[config.mk]
export PLATFORM = sky130hd
export DESIGN_NAME = kogge_stone_subtractor_flat
export DESIGN_NICKNAME = d
export VERILOG_FILES = /design/src/rtl/kogge_stone_subtractor_if.sv /design/src/rtl/kogge_stone_subtractor.sv /design/src/flat_wrapper.sv
export SDC_FILE = /design/constraint.sdc
export NUM_CORES = 1
export LEC_CHECK = 0
export CORE_ASPECT_RATIO = 0.9
export CORE_UTILIZATION = 50
export DETAILED_ROUTE_END_ITERATION = 8
export HOLD_SLACK_MARGIN = 0.12
export PLACE_DENSITY = 0.72
export SLEW_MARGIN = 10
export SYNTH_ARGS = -nofsm -noshare
export SYNTH_HDL_FRONTEND = slang
export SYNTH_SLANG_ARGS = --single-unit
[constraint.sdc]
create_clock -name CLK -period 4.9 [get_ports CLK]
set_input_delay 0.735 -clock CLK [delete_from_list [all_inputs] [get_ports CLK]]
set_output_delay 0.735 -clock CLK [all_outputs]
set_load 0.02 [all_outputs]
[src/rtl/kogge_stone_subtractor_if.sv]
// ---------------------------------------------------------------------------
// kogge_stone_subtractor_if
// Operand/result bus of the pipelined Kogge-Stone subtractor.
//   in_valid / in_ready   : operand handshake (a, b, bin)
//   out_valid / out_ready : result handshake (diff, bout, zero)
// modport slave  : the subtractor's view
// modport master : the producer/consumer view (testbench or parent block)
// ---------------------------------------------------------------------------
interface kogge_stone_subtractor_if #(
    parameter int bw = 16
);
    logic          in_valid;
    logic          in_ready;
    logic [bw-1:0] a;
    logic [bw-1:0] b;
    logic          bin;
    logic          out_valid;
    logic          out_ready;
    logic [bw-1:0] diff;
    logic          bout;
    logic          zero;

    modport slave (
        input  in_valid, a, b, bin, out_ready,
        output in_ready, out_valid, diff, bout, zero
    );

    modport master (
        output in_valid, a, b, bin, out_ready,
        input  in_ready, out_valid, diff, bout, zero
    );
endinterface

[src/rtl/kogge_stone_subtractor.sv]
// ---------------------------------------------------------------------------
// kogge_stone_subtractor
// Pipelined, flow-controlled Kogge-Stone subtractor:
//   diff = a - b - bin (mod 2^bw), bout = borrow-out, zero = (diff == 0).
// Computed as a + ~b + cin with cin = ~bin, bout = ~carry_out.
// Ports:
//   CLK    : clock, rising edge
//   RESET  : synchronous active-high reset
//   bus    : kogge_stone_subtractor_if.slave (operand and result handshakes)
// Pipeline: R0 (p, g, cin) -> one register per prefix level (R1..R<stage>)
// -> output register. Each register has a valid bit in vld_pipe; a register
// loads whenever its ready is high, so bubbles collapse.
// Requires 2**stage >= bw.
// ---------------------------------------------------------------------------
module kogge_stone_subtractor #(
    parameter int bw    = 16,
    parameter int stage = 4
) (
    input  logic                        CLK,
    input  logic                        RESET,
    kogge_stone_subtractor_if.slave     bus
);
    // Index 0 of every g/p vector is bit -1 (carries cin, p = 0);
    // index j >= 1 is operand bit j-1.
    logic [stage:0][bw:0]     g_r;
    logic [stage:0][bw:0]     p_r;
    logic [stage:0][bw-1:0]   hp_r;     // per-bit half sum, needed for the final xor
    logic [stage-1:0][bw:0]   gn;
    logic [stage-1:0][bw:0]   pn;

    logic [stage+1:0]         vld_pipe; // [stage+1] is the output register
    logic [stage+1:0]         rdy;

    logic [bw-1:0]            diff_n;
    logic                     cout_n;

    // Ready chain: a register can take new data when empty or when its
    // successor takes its current contents this cycle.
    always_comb begin
        rdy = '0;
        rdy[stage+1] = ~vld_pipe[stage+1] | bus.out_ready;
        for (int k = stage; k >= 0; k--)
            rdy[k] = ~vld_pipe[k] | rdy[k+1];
    end

    assign bus.in_ready  = rdy[0];
    assign bus.out_valid = vld_pipe[stage+1];

    // Prefix levels. After level k the group at index j spans 2**(k+1)
    // positions; once a group reaches bit -1 its P is zero, so those
    // positions use grey cells and only G is meaningful.
    for (genvar k = 0; k < stage; k++) begin : g_lvl
        localparam int s = 1 << k;
        for (genvar j = 0; j <= bw; j++) begin : g_bit
            if (j < s) begin : g_pass
                assign gn[k][j] = g_r[k][j];
                assign pn[k][j] = p_r[k][j];
            end else if (j < 2 * s) begin : g_grey
                assign gn[k][j] = g_r[k][j] | (p_r[k][j] & g_r[k][j-s]);
                assign pn[k][j] = 1'b0;
            end else begin : g_black
                assign gn[k][j] = g_r[k][j] | (p_r[k][j] & g_r[k][j-s]);
                assign pn[k][j] = p_r[k][j] & p_r[k][j-s];
            end
        end
    end

    // Valid shift register with per-stage stall.
    always_ff @(posedge CLK) begin
        if (RESET) begin
            vld_pipe <= '0;
        end else begin
            if (rdy[0])
                vld_pipe[0] <= bus.in_valid;
            for (int k = 1; k <= stage + 1; k++)
                if (rdy[k])
                    vld_pipe[k] <= vld_pipe[k-1];
        end
    end

    // Internal data registers; only loaded when real data arrives.
    always_ff @(posedge CLK) begin
        if (rdy[0] && bus.in_valid) begin
            g_r[0]  <= {bus.a & ~bus.b, ~bus.bin};
            p_r[0]  <= {bus.a ~^ bus.b, 1'b0};
            hp_r[0] <= bus.a ~^ bus.b;
        end
        for (int k = 1; k <= stage; k++) begin
            if (rdy[k] && vld_pipe[k-1]) begin
                g_r[k]  <= gn[k-1];
                p_r[k]  <= pn[k-1];
                hp_r[k] <= hp_r[k-1];
            end
        end
    end

    // Index j of the final G is the carry into operand bit j.
    assign diff_n = hp_r[stage] ^ g_r[stage][bw-1:0];

    // With 2**stage == bw the top group stops just above bit -1, so cin is
    // folded in here; otherwise P at the top is already zero.
    assign cout_n = g_r[stage][bw] | (p_r[stage][bw] & g_r[stage][0]);

    // Only the top propagate bit of the last level is consumed.
    logic unused_p;
    assign unused_p = ^p_r[stage][bw-1:0];

    always_ff @(posedge CLK) begin
        if (RESET) begin
            bus.diff <= '0;
            bus.bout <= 1'b0;
            bus.zero <= 1'b0;
        end else if (rdy[stage+1] && vld_pipe[stage]) begin
            bus.diff <= diff_n;
            bus.bout <= ~cout_n;
            bus.zero <= (diff_n == '0);
        end
    end
endmodule

[src/flat_wrapper.sv]
// flat-port wrapper written by rule: the top's interface ports become plain ports
module kogge_stone_subtractor_flat 
#(
    parameter int bw    = 16,
    parameter int stage = 4
)
  (CLK, RESET, bus_in_valid, bus_a, bus_b, bus_bin, bus_out_ready, bus_in_ready, bus_out_valid, bus_diff, bus_bout, bus_zero);
  kogge_stone_subtractor_if #(.bw(bw)) bus_i ();
  input  logic CLK;
  input  logic RESET;
  input wire logic [$bits(bus_i.in_valid)-1:0] bus_in_valid;
  input wire logic [$bits(bus_i.a)-1:0] bus_a;
  input wire logic [$bits(bus_i.b)-1:0] bus_b;
  input wire logic [$bits(bus_i.bin)-1:0] bus_bin;
  input wire logic [$bits(bus_i.out_ready)-1:0] bus_out_ready;
  output wire logic [$bits(bus_i.in_ready)-1:0] bus_in_ready;
  output wire logic [$bits(bus_i.out_valid)-1:0] bus_out_valid;
  output wire logic [$bits(bus_i.diff)-1:0] bus_diff;
  output wire logic [$bits(bus_i.bout)-1:0] bus_bout;
  output wire logic [$bits(bus_i.zero)-1:0] bus_zero;
  assign bus_i.in_valid = bus_in_valid;
  assign bus_i.a = bus_a;
  assign bus_i.b = bus_b;
  assign bus_i.bin = bus_bin;
  assign bus_i.out_ready = bus_out_ready;
  assign bus_in_ready = bus_i.in_ready;
  assign bus_out_valid = bus_i.out_valid;
  assign bus_diff = bus_i.diff;
  assign bus_bout = bus_i.bout;
  assign bus_zero = bus_i.zero;
  kogge_stone_subtractor #(.bw(bw), .stage(stage)) u_core (.CLK(CLK), .RESET(RESET), .bus(bus_i));
endmodule
# Word level (Yosys, flattened, before mapping)
# Cells that the tools add are included.
[word_totals]
regBits = 227
inputBits = 37
out_inout_bits = 20
[op_classes]
bitwise_logic = 164
n_reduce_logical = 7
[op_table]
columns = ["op", "count"]
rows = [
  ["bitwise AND 1 bit", 92],
  ["OR 1 bit", 60],
  ["bitwise AND 16 bit", 1],
  ["logical NOT 16 bit", 1],
  ["NOT 16 bit", 1],
  ["XNOR 16 bit", 1],
  ["XOR 16 bit", 1],
  ["NOT 1 bit", 8],
  ["logical AND 1 bit", 6],
]

# Depth between registers and ports, before layout
[depth]
depth_word = 8
mapped_depth = 6
mapped_depth_nobuf = 4

# Worst setup path before layout
# Ideal clock, no wire load.
[synth_path]
path_type = "input to register"
startpoint = "input port bus_out_ready"
endpoint = "register u_core.g_r[34] (netlist bit), enable pin"
setup_time_ps = 520
t_arrival_ps = 4363
required_time_ps = 4380
setup_slack_ps = 16
stages = 2
path_buffers = 0
path_cell_list = "and4b_2 -> a21boi_0"
[synth_via]
elab_chain_cells = 5
[synth_lines]
columns = ["element", "line_no", "text"]
rows = [
  ["from (decl)", "flat_wrapper.sv:15", "input wire logic [$bits(bus_i.out_ready)-1:0] bus_out_ready;"],
  ["OR 1 bit", "kogge_stone_subtractor.sv:41", "rdy[stage+1] = ~vld_pipe[stage+1] | bus.out_ready;"],
  ["OR 1 bit (3 in a row)", "kogge_stone_subtractor.sv:43", "rdy[k] = ~vld_pipe[k] | rdy[k+1];"],
  ["logical AND 1 bit", "kogge_stone_subtractor.sv:89", "if (rdy[k] && vld_pipe[k-1]) begin"],
  ["to (signal, indexed assignment)", "kogge_stone_subtractor.sv:90", "g_r[k] <= gn[k-1];"],
  ["to (decl)", "kogge_stone_subtractor.sv:25", "logic [stage:0][bw:0] g_r;"],
]
# No other way between the ends.
# A chain may end at the register's enable or synchronous reset.

# Worst setup path in the final report
[layout_path]
startpoint = "input port bus_out_ready"
endpoint = "output port bus_in_ready"
[layout_via]
elab_chain_cells = 6
[layout_lines]
columns = ["element", "line_no", "text"]
rows = [
  ["OR 1 bit", "kogge_stone_subtractor.sv:41", ""],
  ["OR 1 bit (5 in a row)", "kogge_stone_subtractor.sv:43", ""],
  ["to (decl)", "flat_wrapper.sv:16", "output wire logic [$bits(bus_i.in_ready)-1:0] bus_in_ready;"],
]
# No other way between the ends.

==> results.sh <==
export IMPL_yosysWarnings=0
export IMPL_root_buffer="clkbuf_16"
export IMPL_via_count=3615
export IMPL_setup_viol_count_final=0
export IMPL_rsz0062_at_grt="no"
export IMPL_cp_common_cell="clkdlybuf4s50_1"
export IMPL_final_min_clock_period_ns=3.17
export IMPL_finalHoldViolations=0
export IMPL_drtAntennaViolNets=0
export IMPL_status="finished, final reports clean"
export IMPL_io_pins=57
export IMPL_min_from="u_core.hp_r[28]"
export IMPL_cpMaxStageDelayCell="clkdlybuf4s50_1"
export IMPL_area_delta_synth_final_pct=18.9
export IMPL_synthTopCellsByArea="edfxtp_1, dfxtp_1, a21o_1"
export IMPL_worstPathRequired_ns=4.16
export IMPL_ctsResizeCount=0
export IMPL_seq_area_frac_synth=0.813
export IMPL_clockBufferDepth=3
export IMPL_post_cts_buffers=0
export IMPL_cts_sinks=227
export IMPL_final_nets=571
export IMPL_path_clk_slew_ns=0.06
export IMPL_worstSetupEndpointType="output port"
export IMPL_rr_worst_depth=3
export IMPL_dr_pass1_iters=4
export IMPL_worst_pin_slew_ns=1.02
export IMPL_die_width_um=136
export IMPL_drv_cap=0
export IMPL_hold_path_depth=0
export IMPL_final_cell_mix="edfxtp_1, clkdlybuf4s50_1, a21o_1"
export IMPL_grt_pass1_vias=3601
export IMPL_grt_total_usage=0.142
export IMPL_stdcell_area_um2=9610
export IMPL_synth_top_cell_area_share=0.754
export IMPL_clkLatencyLatePin_ns=0.49
export IMPL_cts_buffers=23
export IMPL_fmax_mhz=315
export IMPL_ir_worst_vdd_mv=0.283
export IMPL_rr_startpoint="u_core.vld_pipe[5]"
export IMPL_r2r_setup_slack_ns=2.71
export IMPL_path_max_fanout=5
export IMPL_path_delay_family="buffers and inverters"
export IMPL_wirelength_um=11000
export IMPL_worstSetupStartpointType="primary input"
export IMPL_power_mw=3.90
export IMPL_dieArea_um2=16700
export IMPL_die_h_um=123
export IMPL_arrival_ns=2.44
export IMPL_path_class="primary input to output port"
export IMPL_wire_per_inst_um=15.0
export IMPL_cts_htree_levels=1
export IMPL_synth_seq_cells=227
export IMPL_yosys_area_top_type="edfxtp_1"
export IMPL_synth_cells=440
export IMPL_crit_chain="clkdlybuf4s50_1, and4b_2, and3_4, nand2_1, clkdlybuf4s50_1"
export IMPL_port_buffer_count=56
export IMPL_max_slew_margin=0.319
export IMPL_drtIter0Drc=225
export IMPL_drt_vias_per_instance=4.91
export IMPL_antenna_found_initial=0
export IMPL_maxSlewViolCount=0
export IMPL_leakage_nw=3.45
export IMPL_diodes=0
export IMPL_min_to="u_core.hp_r[44]"
export IMPL_gp_congestion=0.754
export IMPL_num_rows=43
export IMPL_syn_cell_area_um2=8080
export IMPL_core_area_um2=15600
export IMPL_globalRouteOverflowTotal=0
export IMPL_max_stage_delay_ns=0.60
export IMPL_layout_commonest_cell="edfxtp_1"
export IMPL_syn_num_nets=493
export IMPL_place_area_um2=8900
export IMPL_initial_core_util=0.518
export IMPL_worstHoldPathType="register to register"
export IMPL_period_share=0.647
export IMPL_worstReg2RegEnd="u_core.g_r[17]"
export IMPL_tns_ns=0
export IMPL_postCtsHoldBufs=0
export IMPL_fin_skew_ns=0.00831
export IMPL_grt_pass1_wl_um=18000
export IMPL_synth_distinct_cells=26
export IMPL_worst_path_buf_inv=2
export IMPL_hpwl_um=7370
export IMPL_tritoncts="done"
export IMPL_grt_max_degree=49
export IMPL_synth_area_per_cell_um2=18.4
export IMPL_drc=0
export IMPL_powerDensity_nw_per_um2=406
export IMPL_drive_above_1_share=0.0805
-- power by group --
part	switching (mW)	internal [mW]	total, mW
clock network	0.657	0.954	1.61
registers	0.0273	2.16	2.18
logic	0.0475	0.0542	0.102
total	0.732	3.17	3.90
-- through the flow --
stage / hold WS, ns / std cells / setup slack [ns] / util
after global routing: 0.426 / 736 / 1.67 / 0.616
after detailed placement: 0.405 / 695 / 1.74 / 0.570
after floorplan: 0.400 / 440 / 0.0165 / -
final: 0.413 / 736 / 1.73 / 0.616
after global placement: 0.404 / 695 / 1.75 / 0.570
after CTS: 0.415 / 736 / 1.72 / 0.616
-- logic make-up (layout without fill, tap and decap cells) --
group,Yosys count,in the layout,share of synthesized area
flops,227,227,0.813
simple gates,79,79,0.0556
compound gates,63,63,0.0571
buf+inv,25,119,0.0144
fa+ha+maj,16,16,0.0248
xor+xnor,16,16,0.0173
mux,14,14,0.0173
-- layout make-up --
cell class	instances	area, um2
Clock inverter	12	81.3
Tap cell	202	253
Multi-Input combinational cell	188	1420
Timing Repair Buffer	59	583
Sequential cell	227	6580
Clock buffer	29	628
Inverter	19	71.3
Fill cell	1111	5990
-- synthesized netlist by cell type (all sizes together) --
library cell    n
mux2i          14
inv            19
xnor2           3
and4b           1
nand4           2
buf             3
ha             16
and2b           2
nand2           2
clkbuf          3
and2           39
a21oi           5
a21boi          1
xor2           13
a21o           53
nand2b          1
nor4            3
nor2           26
a211oi          3
and3            1
o21ai           1
nor2b           1
dfxtp          24
edfxtp        203
or3b            1
-- worst max path at each step --
| stage | start | end | slack, ns | cells past startpoint |
|---|---|---|---|---|
| final | bus_out_ready | bus_in_ready | 1.73 | 5 |
| after floorplan | bus_out_ready | u_core.g_r[34] | 0.02 | 2 |
| after global placement | bus_out_ready | bus_in_ready | 1.75 | 5 |
| after detailed placement | bus_out_ready | bus_in_ready | 1.74 | 5 |
| after CTS | bus_out_ready | bus_in_ready | 1.72 | 5 |
| after global routing | bus_out_ready | bus_in_ready | 1.67 | 5 |
-- worst reg2reg max path: stages, from the launching register on --
cell     delay [ns]
dfxtp_1        0.37
and4b_2        0.32
and3_4         0.22
and2b_2        0.87
-- state kept, by name (all words and copies together), names as in the netlist --
| register | cells |
|---|---|
| u_core.bus.bout | 1 |
| u_core.vld_pipe | 6 |
| u_core.g_r | 85 |
| u_core.hp_r | 64 |
| u_core.bus.zero | 1 |
| u_core.p_r | 54 |
| u_core.bus.diff | 16 |
-- metal layers --
metal / vias up / GRT usage / wire length [um]
met5: - / 0 / 0
met4: 0 / 0.0451 / 269
met3: 23 / 0.0297 / 408
met2: 73 / 0.238 / 5250
met1: 1722 / 0.186 / 5080
li1: 1797 / - / -
Note: power is estimated with default switching activity, not from simulation.
